## src/rtl/vend_sched.sv

```systemverilog
// Two-panel vending scheduler: per-panel coin credit, one shared dispenser
// arbitrated round robin, cancel/refund, and change delivery after each vend.
module vend_sched #(
    parameter int unsigned DISP_CYC = 4,
    parameter logic [5:0]  PRICE0   = 6'd5,
    parameter logic [5:0]  PRICE1   = 6'd10,
    parameter logic [5:0]  PRICE2   = 6'd15,
    parameter logic [5:0]  PRICE3   = 6'd20
) (
    input  logic       clk,
    input  logic       rst,
    input  logic [1:0] req,
    input  logic [1:0] prod0,
    input  logic [1:0] prod1,
    input  logic [1:0] coin_vld,
    input  logic [4:0] coin0,
    input  logic [4:0] coin1,
    input  logic [1:0] cancel,
    output logic [5:0] credit0,
    output logic [5:0] credit1,
    output logic [1:0] coin_rej,
    output logic [1:0] grant,
    output logic       vend,
    output logic [1:0] vend_prod,
    output logic       change_vld,
    output logic       change_port,
    output logic [5:0] change_amt,
    output logic       busy
);

    typedef enum logic [1:0] {IDLE, GRANT, DISPENSE, CHANGE} state_t;

    state_t     state;
    logic [3:0] cnt;        // dispense cycles still to go after the current one
    logic       ptr;        // panel that wins when both are eligible
    logic       sel;        // panel owning the current vend
    logic [1:0] prod_lat;   // product captured at grant time

    logic [5:0] cr     [2];
    logic [1:0] pd     [2];
    logic [4:0] cn     [2];
    logic [6:0] sum    [2];
    logic [5:0] nxt_cr [2];
    logic [1:0] elig;
    logic [1:0] cxl;
    logic [1:0] blocked;
    logic [1:0] accept;
    logic       do_cancel;
    logic       cancel_port;
    logic       do_grant;
    logic       grant_port;

    function automatic logic [5:0] price_of(input logic [1:0] p);
        case (p)
            2'd0:    price_of = PRICE0;
            2'd1:    price_of = PRICE1;
            2'd2:    price_of = PRICE2;
            default: price_of = PRICE3;
        endcase
    endfunction

    // Arbitration decisions and next credit per panel (coins, vend charge, clears)
    always_comb begin
        cr[0] = credit0;
        cr[1] = credit1;
        pd[0] = prod0;
        pd[1] = prod1;
        cn[0] = coin0;
        cn[1] = coin1;
        elig    = '0;
        cxl     = '0;
        blocked = '0;
        accept  = '0;
        for (int i = 0; i < 2; i++) begin
            elig[i]    = (state == IDLE) && req[i] && !cancel[i] && (cr[i] >= price_of(pd[i]));
            cxl[i]     = (state == IDLE) && cancel[i] && (cr[i] != 6'd0);
            blocked[i] = grant[i] || ((state == CHANGE) && (change_port == 1'(i)))
                         || ((state == IDLE) && cancel[i]);
            sum[i]     = {1'b0, cr[i]} + {2'b00, cn[i]};
            accept[i]  = coin_vld[i] && !blocked[i] && (sum[i] <= 7'd63);
            nxt_cr[i]  = accept[i] ? sum[i][5:0] : cr[i];
        end
        do_cancel   = |cxl;
        cancel_port = !cxl[0];
        do_grant    = !do_cancel && (|elig);
        grant_port  = (elig == 2'b11) ? ptr : elig[1];
        // A refund or a vend charge applies to the panel being served this edge
        if (do_cancel) begin
            nxt_cr[cancel_port] = 6'd0;
        end else if (do_grant) begin
            nxt_cr[grant_port] = nxt_cr[grant_port] - price_of(pd[grant_port]);
        end
        // The served panel's leftover credit leaves as change on the last dispense cycle
        if ((state == DISPENSE) && (cnt == 4'd0)) begin
            nxt_cr[sel] = 6'd0;
        end
    end

    // Controller FSM with all outputs registered
    always_ff @(posedge clk or posedge rst) begin
        if (rst) begin
            state       <= IDLE;
            cnt         <= 4'd0;
            ptr         <= 1'b0;
            sel         <= 1'b0;
            prod_lat    <= 2'd0;
            credit0     <= 6'd0;
            credit1     <= 6'd0;
            coin_rej    <= 2'b00;
            grant       <= 2'b00;
            vend        <= 1'b0;
            vend_prod   <= 2'd0;
            change_vld  <= 1'b0;
            change_port <= 1'b0;
            change_amt  <= 6'd0;
            busy        <= 1'b0;
        end else begin
            credit0    <= nxt_cr[0];
            credit1    <= nxt_cr[1];
            coin_rej   <= coin_vld & ~accept;
            change_vld <= 1'b0;
            case (state)
                IDLE: begin
                    if (do_cancel) begin
                        state       <= CHANGE;
                        change_vld  <= 1'b1;
                        change_port <= cancel_port;
                        change_amt  <= cr[cancel_port];
                        busy        <= 1'b1;
                    end else if (do_grant) begin
                        state    <= GRANT;
                        grant    <= grant_port ? 2'b10 : 2'b01;
                        sel      <= grant_port;
                        prod_lat <= pd[grant_port];
                        busy     <= 1'b1;
                    end
                end
                GRANT: begin
                    state     <= DISPENSE;
                    vend      <= 1'b1;
                    vend_prod <= prod_lat;
                    cnt       <= 4'(DISP_CYC - 1);
                end
                DISPENSE: begin
                    if (cnt == 4'd0) begin
                        state       <= CHANGE;
                        vend        <= 1'b0;
                        grant       <= 2'b00;
                        change_vld  <= 1'b1;
                        change_port <= sel;
                        change_amt  <= cr[sel];
                        ptr         <= ~sel;
                    end else begin
                        cnt <= cnt - 4'd1;
                    end
                end
                CHANGE: begin
                    state <= IDLE;
                    busy  <= 1'b0;
                end
                default: state <= IDLE;
            endcase
        end
    end

endmodule

```

## config.mk

```make
export PLATFORM = sky130hd
export DESIGN_NAME = vend_sched
export DESIGN_NICKNAME = d
export VERILOG_FILES = /design/src/rtl/vend_sched.sv
export SDC_FILE = /design/constraint.sdc
export NUM_CORES = 1
export LEC_CHECK = 0
export BUFFER_PORTS_ARGS = -buffer_cell sky130_fd_sc_hd__buf_2
export CAP_MARGIN = 40
export CORE_UTILIZATION = 54
export CTS_BUF_LIST = sky130_fd_sc_hd__clkbuf_8
export DETAILED_ROUTE_END_ITERATION = 10
export PLACE_DENSITY = 0.84
export SYNTH_ARGS = -nofsm -noshare
export SYNTH_HDL_FRONTEND = slang
export SYNTH_SLANG_ARGS = --single-unit
```

## constraint.sdc

```tcl
create_clock -name clk -period 4.1 [get_ports clk]
set_input_delay 1.025 -clock clk [delete_from_list [all_inputs] [get_ports clk]]
set_output_delay 1.025 -clock clk [all_outputs]
set_load 0.05 [all_outputs]
```

==> results of run 1 <==
## cell type report
type	instances	area, sq um	share of cell area (%)
multi-input combinational	279	2300	56.4
sequential	38	951	23.3
timing repair buffer	90	563	13.8
tap	72	90.1	2.21
clock buffer	6	82.6	2.02
inverter	22	82.6	2.02
clock inverter	2	12.5	0.306
## where the power goes
| group | internal [uW] | switching, uW | total [uW] |
|---|---|---|---|
| sequential | 539 | 195 | 734 |
| clock | 135 | 148 | 283 |
| combinational | 1180 | 1680 | 2860 |
## cells by family (layout without fill, tap and decap cells)
family / Yosys count / in the layout / synth area share (%)
AO/OA/AOI/OAI: 110 / 110 / 24.6
XOR/XNOR: 9 / 9 / 2.50
adder cells (fa/ha/maj): 40 / 40 / 16.6
buffers and inverters: 30 / 120 / 3.73
flip-flops: 38 / 38 / 30.1
multiplexers: 18 / 18 / 5.91
AND/OR/NAND/NOR: 102 / 102 / 16.6
## state kept, by name (all words and copies together), names as in the netlist
| name | flops |
|---|---|
| state | 2 |
| credit0 | 6 |
| grant | 2 |
| prod_lat | 2 |
| change_vld | 1 |
| ptr | 1 |
| sel | 1 |
| change_port | 1 |
| vend | 1 |
| change_amt | 6 |
| cnt | 4 |
| busy | 1 |
| coin_rej | 2 |
| vend_prod | 2 |
| credit1 | 6 |
## routing by layer
metal	GRT usage [%]	vias to the layer above	part of all wire, %
met1	38.3	1489	41
met2	51.1	176	50
li1	-	1457	-
met4	11.1	0	2.4
met5	0	-	0
met3	4.42	24	7.4
## worst min-delay path, stage by stage, from the launching register on
cell and delay, ps:
dfrtp_1 350, nand2_1 40, o21ai_0 60
## worst max-delay path by stage
| stage | from | to | slack, ps | cells past startpoint |
|---|---|---|---|---|
| after floorplan | coin0[0] | credit0[4]$_DFF_PP0_ | -10 | 15 |
| after global placement | prod0[0] | credit1[3]$_DFF_PP0_ | -300 | 19 |
| after detailed placement | prod0[1] | credit1[3]$_DFF_PP0_ | -380 | 18 |
| after CTS | prod0[0] | credit1[3]$_DFF_PP0_ | 20 | 19 |
| after global routing | prod0[0] | credit0[3]$_DFF_PP0_ | -160 | 20 |
| final | prod0[1] | credit0[3]$_DFF_PP0_ | -20 | 20 |
## metrics by stage
step                std cells  total power [uW]  area, sq um  TNS (ps)
detailed placement        497              3260         3780     -1890
finish                    509              3880         4080     -41.1
floorplan                 347              2510         3200     -20.9
CTS                       505              3560         3880         0
global route              509              4130         4080      -757
global placement          497              3180         3780     -1120
## layout by cell type (no fill, tap or decap), drive strengths merged, types with 10 or more instances in the layout
master   n
nand2   30
nor2    22
a211oi  11
ha      37
a21oi   22
a21o    10
inv     21
buf     90
mux2i   13
dfrtp   38
o21ai   24
nand3   12
## what timing repair did
| action | 4_1_cts | 5_1_grt |
|---|---|---|
| gates resized for setup | 2 | 29 |
| hold endpoints to repair | 0 | 0 |
| hold buffers | 0 | 0 |
| setup buffers | 0 | 4 |
| pin swaps | 0 | 23 |
| endpoints found under the setup margin | 2 | 7 |
==> summary.md, run 1 <==
| Metric | Value |
|---|---|
| Status | complete, but fails checks |
| Failing checks | setup timing |
| Max clock buf depth | 2 |
| Layout cell share with drive strength beyond 1 | 32.7% |
| Initial antenna violation count | 0 |
| Peak supply drop | 0.593 mV |
| Slew Viols, Final | 0 |
| MaxCap Viol Count | 0 |
| #FFs+latches synth | 38 |
| Worst min-delay path category | flop to flop |
| Die width | 78.5 microns |
| Clock Latency Late Sink | 300 ps |
| PortBufs | 49 |
| Detailed Place HPWL | 6760 microns |
| Fin nets | 498 |
| P per Cell Area | 950 mW/mm^2 |
| Synth cell types | 60 |
| Critical R2R Capture | credit0[3]$_DFF_PP0_ |
| Fraction of registers with async set/reset | 100% |
| Area contributors post-synth | dfrtp_1 30%, ha_1 15%, mux2i_1 4.1%, nand2_1 3.6%, o21ai_0 3.5% |
| R2r setup slk | 370 ps |
| Layout fillers | 380 |
| Min Hold Slack | 480 ps |
| Buffers & Inverters on Critical Path | 6 |
| Yosys top cell by area | dfrtp_1 |
| Starting Density | 56.6% |
| CP Max Fanout | 4 |
| Tightest Pin Transition | 908 ps |
| Routed len/inst | 18.3 microns |
| CTS tree | built |
| RR Startpoint | credit0[0]$_DFF_PP0_ |
| Synth top cells by count | 38 x dfrtp_1, 37 x ha_1, 30 x nand2_1 |
| Cell Area, Synth | 0.00316 sq mm |
| Die Area | 0.00616 sq mm |
| Clock Sinks | 38 |
| Antenna Violating Nets Remaining | 0 |
| Synth Net Count | 409 |
| Slew headroom | 37.7% |
| CP startpoint kind | input port |
| Die height | 78.5 microns |
| Util after Layout | 73.2% |
| Top cell type's share of synthesized area | 30.1% |
| # DRC | 0 |
| Crit path kind | input port to flop |
| Synthesized instance count | 347 |
| Crit path arrival time | 4290 ps |
| EDFF count, synth | 0 |
| Worst R2R Path Depth | 17 |
| Global-route wire length before repair | 14200 microns |
| Final WS setup | -23.9 ps |
| Worst Hold End | change_amt[4]$_DFFE_PP0P_ |
| H-tree depth | 2 |
| Worst EP required | 4270 ps |
| Seq/Total Area, Yosys | 30.1% |
| Top-count cell post-synth | dfrtp_1 |
| Period minus WS final | 4120 ps |
| Final Hold Vio Count | 0 |
| Hold wc startpoint | change_amt[4]$_DFFE_PP0P_ |
| Ys flop type | dfrtp_1 |
| Root buffer cell | clkbuf_8 |
| Hold depth | 2 |
| Worst setup EP type | flop |
| Fmax | 242 MHz |
| Final setup vio count | 2 |
| Unrepaired setup endpoints after global routing | yes |
| Antenna Cells | 0 |
| Drt pass-1 iters | 7 |
| Crit-path leading delay family | compound AO/OA/AOI/OAI gates |
| Reg clk slew, reported paths | 80 ps |
| Leak Pwr | 0.00194 uW |
| Mean post-synth cell area | 9.10 sq um |
| CP max stage delay | 330 ps |
| CTS buffer count | 5 |
| Vias in the first global route | 2907 |
| GPL Wtd Cong | 1.05 |
| Tcrit/Tclk final | 101% |
| Core box area | 0.00557 sq mm |
| # IOs | 50 |
| Post-Place Setup Slack | -376 ps |
| Crit-path cells | buf_2, inv_1, ha_4, ha_4, a211oi_2, a211oi_2, a21o_1, nor2_4, o21ai_4, ha_4, inv_1, buf_4, ha_1, o21a_1, o31a_1, a21oi_2, buf_4, buf_4, mux2i_1, nor2_1 |
| Setup Skew | 7.41 ps |
| DRT iter0 DRCs | 275 |
| Total number of vias | 3146 |
| CP max-delay cell | a211oi_2 |
| Area Overhead vs Synth | 29.3% |
| Pin count of the biggest net entering global routing | 21 |
| WL final | 9310 microns |
| Vias/cell | 6.18 |
| Ys Warns | 0 |
| # rows | 27 |
| GRT Total Usage | 30.0% |
| Grt ovf | 0 |
No activity file was read; power rests on OpenSTA's default activity.
==> inputs of run 2 (changes only) <==
--- a/config.mk
+++ b/config.mk
@@ -11,6 +11,7 @@
 export CTS_BUF_LIST = sky130_fd_sc_hd__clkbuf_8
 export DETAILED_ROUTE_END_ITERATION = 10
 export PLACE_DENSITY = 0.84
+export RECOVER_POWER = 50
 export SYNTH_ARGS = -nofsm -noshare
 export SYNTH_HDL_FRONTEND = slang
 export SYNTH_SLANG_ARGS = --single-unit
==> summary.md, run 2 (synthesis gave the netlist of run 1 again) <==
| Metric | Value |
|---|---|
| CP startpoint kind | input port |
| Layout fillers | 389 (+2.4%) |
| Final WS setup | -22.7 ps (+1.20 ps) |
| CTS tree | built |
| Leak Pwr | 0.00190 uW (-1.7%) |
| Routed len/inst | 18.3 microns (+0.26%) |
| # IOs | 50 (unchanged) |
| Die width | 78.5 microns (unchanged) |
| Failing checks | setup timing |
| Layout Cells excl Fill | 509 (unchanged) |
| Crit path kind | input port to flop |
| Initial antenna violation count | 0 (unchanged) |
| CP max-delay cell | a211oi_2 |
| Layout cell share with drive strength beyond 1 | 30.4% (-2.3 points) |
| Pin count of the biggest net entering global routing | 21 (unchanged) |
| # rows | 27 (unchanged) |
| Critical R2R Capture | credit0[3]$_DFF_PP0_ |
| Worst EP required | 4270 ps (about the same) |
| Clock Latency Late Sink | 300 ps (about the same) |
| Slew Viols, Final | 0 (unchanged) |
| Worst R2R Path Depth | 17 (unchanged) |
| Hold Buf Count CTS | 0 (unchanged) |
| GPL Wtd Cong | 1.05 (unchanged) |
| Cell area after layout | 0.00407 sq mm (-0.37%) |
| Hold wc startpoint | change_amt[4]$_DFFE_PP0P_ |
| Crit-path cells | buf_2, inv_1, ha_4, ha_4, a211oi_2, a211oi_2, a21o_1, nor2_4, o21ai_4, ha_4, inv_1, buf_4, ha_1, o21a_1, o31a_1, a21oi_2, buf_4, buf_4, mux2i_1, nor2_1 |
| MaxCap Viol Count | 0 (unchanged) |
| PortBufs | 49 (unchanged) |
| Die height | 78.5 microns (unchanged) |
| Vias in the first global route | 2907 (unchanged) |
| Max clock buf depth | 2 (unchanged) |
| Status | complete, but fails checks |
| Core box area | 0.00557 sq mm (unchanged) |
| H-tree depth | 2 (unchanged) |
| Hold depth | 2 (unchanged) |
| CP max stage delay | 330 ps (about the same) |
| CP Max Fanout | 4 (unchanged) |
| Antenna Cells | 0 (unchanged) |
| Most frequent cells in the layout | 39 x buf_2, 39 x buf_4, 38 x dfrtp_1 |
| Worst min-delay path category | flop to flop |
| Dpl cell area | 0.00378 sq mm (unchanged) |
| Total number of vias | 3152 (+0.19%) |
| Slew headroom | 27.2% (-10 points) |
| Period minus WS final | 4120 ps (-1.20 ps) |
| Root buffer cell | clkbuf_8 |
| Vias/cell | 6.19 (+0.19%) |
| Drt pass-1 iters | 5 (-2) |
| Unrepaired setup endpoints after global routing | yes |
| # DRC | 0 (unchanged) |
| Reg clk slew, reported paths | 80 ps (about the same) |
| Crit path arrival time | 4290 ps (about the same) |
| Tightest Pin Transition | 1090 ps (+183 ps) |
| Clock Sinks | 38 (unchanged) |
| Cell count after placement | 497 (unchanged) |
| TNS Setup | -41.0 ps (+0.0564 ps) |
| Antenna Violating Nets Remaining | 0 (unchanged) |
| Setup Skew | 9.09 ps (+1.67 ps) |
| GRT Total Usage | 30.0% (unchanged) |
| Starting Density | 56.6% (unchanged) |
| Worst Hold End | change_amt[4]$_DFFE_PP0P_ |
| RR Startpoint | credit0[0]$_DFF_PP0_ |
| Grt ovf | 0 (unchanged) |
| Biggest regs | change_amt (6), credit0 (6), credit1 (6) |
| Tcrit/Tclk final | 101% (about the same) |
| Final setup vio count | 2 (unchanged) |
| WL final | 9340 microns (+0.26%) |
| Peak supply drop | 0.587 mV (-1.0%) |
| P per Cell Area | 952 mW/mm^2 (+0.18%) |
| Global-route wire length before repair | 14200 microns (unchanged) |
| Final Hold Vio Count | 0 (unchanged) |
| Detailed Place HPWL | 6760 microns (unchanged) |
| CTS buffer count | 5 (unchanged) |
| DRT iter0 DRCs | 265 (-3.6%) |
| Fin nets | 498 (unchanged) |
| Worst setup EP type | flop |
| Die Area | 0.00616 sq mm (unchanged) |
| Fmax | 243 MHz (about the same) |
| Area Overhead vs Synth | 28.9% |
| R2r setup slk | 360 ps (about the same) |
run 2: final cells by class:
| type | instances | area (sq um) | share of cell area [%] |
|---|---|---|---|
| well taps | 72 | 90.1 | 2.21 |
| clock buffers | 6 | 82.6 | 2.03 |
| flip-flops and latches | 38 | 951 | 23.4 |
| multi-input cells | 279 | 2300 | 56.6 |
| repair buffers | 90 | 548 | 13.5 |
| inverters | 22 | 82.6 | 2.03 |
| clock inverters | 2 | 12.5 | 0.308 |
run 2: power breakdown:
group	switching, uW	internal [uW]	leakage (uW)
Combinational	1680	1170	0.00139
Sequential	196	539	0.000467
Clock	149	135	0.0000472
Total	2030	1840	0.00190
run 2: layer usage:
layer | routed length (microns) | share of wire, % | track usage, % | vias up
li1 | - | - | - | 1456
met5 | 0 | 0 | 0 | -
met3 | 763 | 8.2 | 4.42 | 25
met2 | 4620 | 49 | 51.1 | 184
met4 | 221 | 2.4 | 11.1 | 0
met1 | 3730 | 40 | 38.3 | 1487
run 2: worst max-delay path by stage:
stage / from / slack (ps) / to
6_report: prod0[1] / -20 / credit0[3]$_DFF_PP0_
2_1_floorplan: coin0[0] / -10 / credit0[4]$_DFF_PP0_
4_1_cts: prod0[0] / 20 / credit1[3]$_DFF_PP0_
5_1_grt: prod0[0] / -160 / credit0[3]$_DFF_PP0_
3_3_place_gp: prod0[0] / -300 / credit1[3]$_DFF_PP0_
3_5_place_dp: prod0[1] / -380 / credit1[3]$_DFF_PP0_
run 2: repair_timing:
item / CTS / global route
endpoints found under the setup margin: 2 / 7
pin swaps: 0 / 23
resized for setup: 2 / 29
buffers inserted: 0 / 4
run 2: per-stage QoR:
step	setup slack, ps	power (uW)	hold slack, ps	utilization (%)
2_1_floorplan	-9.55	2510	452	-
3_3_place_gp	-297	3180	458	67.8
3_5_place_dp	-376	3260	466	67.8
4_1_cts	16.3	3560	484	69.6
5_1_grt	-162	4120	519	73.0
6_report	-22.7	3870	480	73.0
run 2: worst max-delay path, delay by kind of cell:
family / cells / cell delay, ps
multiplexers: 1 / 140
AND/OR/NAND/NOR: 2 / 270
AO/OA/AOI/OAI: 7 / 1210
buffers and inverters: 6 / 670
adder cells (fa/ha/maj): 4 / 980
==> inputs of run 3 (changes only) <==
--- a/config.mk
+++ b/config.mk
@@ -12,6 +12,7 @@
 export DETAILED_ROUTE_END_ITERATION = 10
 export PLACE_DENSITY = 0.84
 export RECOVER_POWER = 50
+export REMOVE_ABC_BUFFERS = 1
 export SYNTH_ARGS = -nofsm -noshare
 export SYNTH_HDL_FRONTEND = slang
 export SYNTH_SLANG_ARGS = --single-unit
==> summary.md, run 3 (synthesis gave the netlist of run 1 again) <==
| Metric | Value |
|---|---|
| Pin count of the biggest net entering global routing | 25 (+19%) |
| Met1 wire length | 3950 microns (+5.9%) |
| Initial antenna violation count | 0 (unchanged) |
| Tcrit/Tclk final | 98.3% (-2.2 points) |
| Hold Buf Count CTS | 0 (unchanged) |
| MaxCap Viol Count | 0 (unchanged) |
| Slew headroom | 5.12% (-22 points) |
| Layout Cells excl Fill | 517 (+1.6%) |
| Vias/cell | 6.23 (+0.64%) |
| Leak Pwr | 0.00196 uW (+3.1%) |
| Clock Latency Late Sink | 310 ps (about the same) |
| Root buffer cell | clkbuf_8 |
| FF/Latch Area | 951 sq um (unchanged) |
| GRT Total Usage | 32.0% (+2.1 points) |
| CP Max Fanout | 5 (+1) |
| GPL Wtd Cong | 0.973 (-7.5%) |
| Crit path kind | input port to flop |
| P per Cell Area | 960 mW/mm^2 (+0.81%) |
| Biggest regs | change_amt (6), credit0 (6), credit1 (6) |
| Layout cell share with drive strength beyond 1 | 30.3% (-0.098 points) |
| CTS tree | built |
| Post-Place Setup Slack | -477 ps (-100 ps) |
| Drt pass-1 iters | 6 (+1) |
| Worst setup EP type | flop |
| Detailed Place HPWL | 6970 microns (+3.0%) |
| Most frequent cells in the layout | 47 x buf_4, 39 x buf_2, 38 x dfrtp_1 |
| Antenna Cells | 0 (unchanged) |
| Unrepaired setup endpoints after global routing | yes |
| Total number of vias | 3222 (+2.2%) |
| CTS buffer count | 5 (unchanged) |
| Die height | 78.5 microns (unchanged) |
| Final setup vio count | 0 (-2) |
| Reg clk slew, reported paths | 80 ps (about the same) |
| Cell count after placement | 507 (+2.0%) |
| Uppermost routed layer | met4 |
| Tightest Pin Transition | 1420 ps (+332 ps) |
| # rows | 27 (unchanged) |
| Clock Sinks | 38 (unchanged) |
| Fin nets | 506 (+1.6%) |
| # IOs | 50 (unchanged) |
| H-tree depth | 2 (unchanged) |
| Peak supply drop | 0.535 mV (-8.9%) |
| Setup crit start | coin0[0] |
| Commonest non-fill, non-tap cell in the layout | buf_4 |
| Core box area | 0.00557 sq mm (unchanged) |
| Global-route wire length before repair | 15000 microns (+5.5%) |
| Period minus WS final | 4030 ps (-90.6 ps) |
| Routed len/inst | 18.7 microns (+1.8%) |
| Slew Viols, Final | 0 (unchanged) |
| Max clock buf depth | 2 (unchanged) |
| Area Overhead vs Synth | 29.6% |
| # DRC | 0 (unchanged) |
| RR Startpoint | credit0[0]$_DFF_PP0_ |
| Final Hold Vio Count | 0 (unchanged) |
| Vias in the first global route | 3122 (+7.4%) |
| Antenna Violating Nets Remaining | 0 (unchanged) |
| Fmax | 248 MHz (+2.2%) |
| TNS Setup | 0 ps (+41.0 ps) |
| Area occupied by multi-input gates | 0.00222 sq mm (-3.5%) |
| Final WS setup | 67.9 ps (+90.6 ps) |
| Hold wc startpoint | change_amt[4]$_DFFE_PP0P_ |
| PortBufs | 49 (unchanged) |
| Die width | 78.5 microns (unchanged) |
| Met2 WL post-DR | 4710 microns (+1.9%) |
| Met3 WL post-DR | 697 microns (-8.7%) |
| CP startpoint kind | input port |
| Starting Density | 56.6% (unchanged) |
| Grt ovf | 0 (unchanged) |
| Worst min-delay path category | flop to flop |
| Worst EP required | 4280 ps (about the same) |
| Status | finished clean |
| Die Area | 0.00616 sq mm (unchanged) |
| WL final | 9660 microns (+3.4%) |
| Layout fillers | 405 (+4.1%) |
| DRT iter0 DRCs | 394 (+49%) |
| Setup Skew | 12.3 ps (+3.17 ps) |
| Crit path arrival time | 4210 ps (-80 ps) |
## run 3: cell types whose count changed in the layout (fill, tap and decap cells not counted), moves of 2 or more
| cell | change |
|---|---|
| buf_4 | +8 |
| ha_1 | +3 |
| ha_4 | -3 |
| bufinv_16 | +2 |
| o21ai_4 | -2 |
## run 3: final timing paths
| kind | to | slack (ps) | depth (start not counted) |
|---|---|---|---|
| hold / removal | change_amt[4]$_DFFE_PP0P_ | 480 | 2 |
| max in group asynchronous | credit1[5]$_DFF_PP0_ | 1540 | 3 |
| setup reg to reg | credit1[5]$_DFF_PP0_ | 450 | 17 |
| hold reg to reg | change_amt[4]$_DFFE_PP0P_ | 480 | 2 |
| min in group asynchronous | credit0[5]$_DFF_PP0_ | 810 | 2 |
| setup / recovery | credit1[5]$_DFF_PP0_ | 70 | 18 |
## run 3: metrics by stage
stage / hold slack [ps] / utilization [%] / instance area [sq um] / total power [uW]
after floorplan: 452 / - / 3120 / 2440
after global placement: 457 / 68.2 / 3800 / 3200
after detailed placement: 467 / 68.4 / 3810 / 3290
after CTS: 485 / 71.6 / 3990 / 3770
after global routing: 518 / 73.4 / 4090 / 4180
final: 482 / 73.4 / 4090 / 3930
## run 3: metal layers
layer  vias to the layer above  global-route usage [%]
li1                       1475                       -
met1                      1550                    38.1
met2                       167                    53.9
met3                        30                    7.67
met4                         0                    15.9
met5                         -                       0
## run 3: critical path: stages
cell	delay [ps]
buf_6	100
ha_4	150
fa_2	410
a211oi_2	240
o21bai_2	100
a2111oi_4	310
buf_6	190
mux2i_2	270
nand2_1	100
nand2_1	90
ha_2	190
buf_4	120
nor2b_4	30
o31a_1	260
o21ai_1	160
nand4b_1	170
xnor2_1	200
o22ai_1	100
## run 3: area by class of cell
class                   count  share of cell area, %
clock buffers               5                   1.68
clock inverters             3                   1.68
inverters                  22                   2.02
multi-input cells         279                   54.3
flip-flops and latches     38                   23.2
well taps                  72                   2.20
repair buffers             98                   14.9
## run 3: what timing repair did
| item | in CTS | in global routing |
|---|---|---|
| cloned | 0 | 0 |
| pin swaps | 1 | 14 |
| endpoints found under the setup margin | 7 | 6 |
| buffers inserted | 0 | 2 |
| resized for setup | 13 | 22 |
## run 3: where the power goes
| part | internal [uW] | switching (uW) |
|---|---|---|
| logic | 1140 | 1660 |
| clock network | 244 | 159 |
| registers | 539 | 186 |
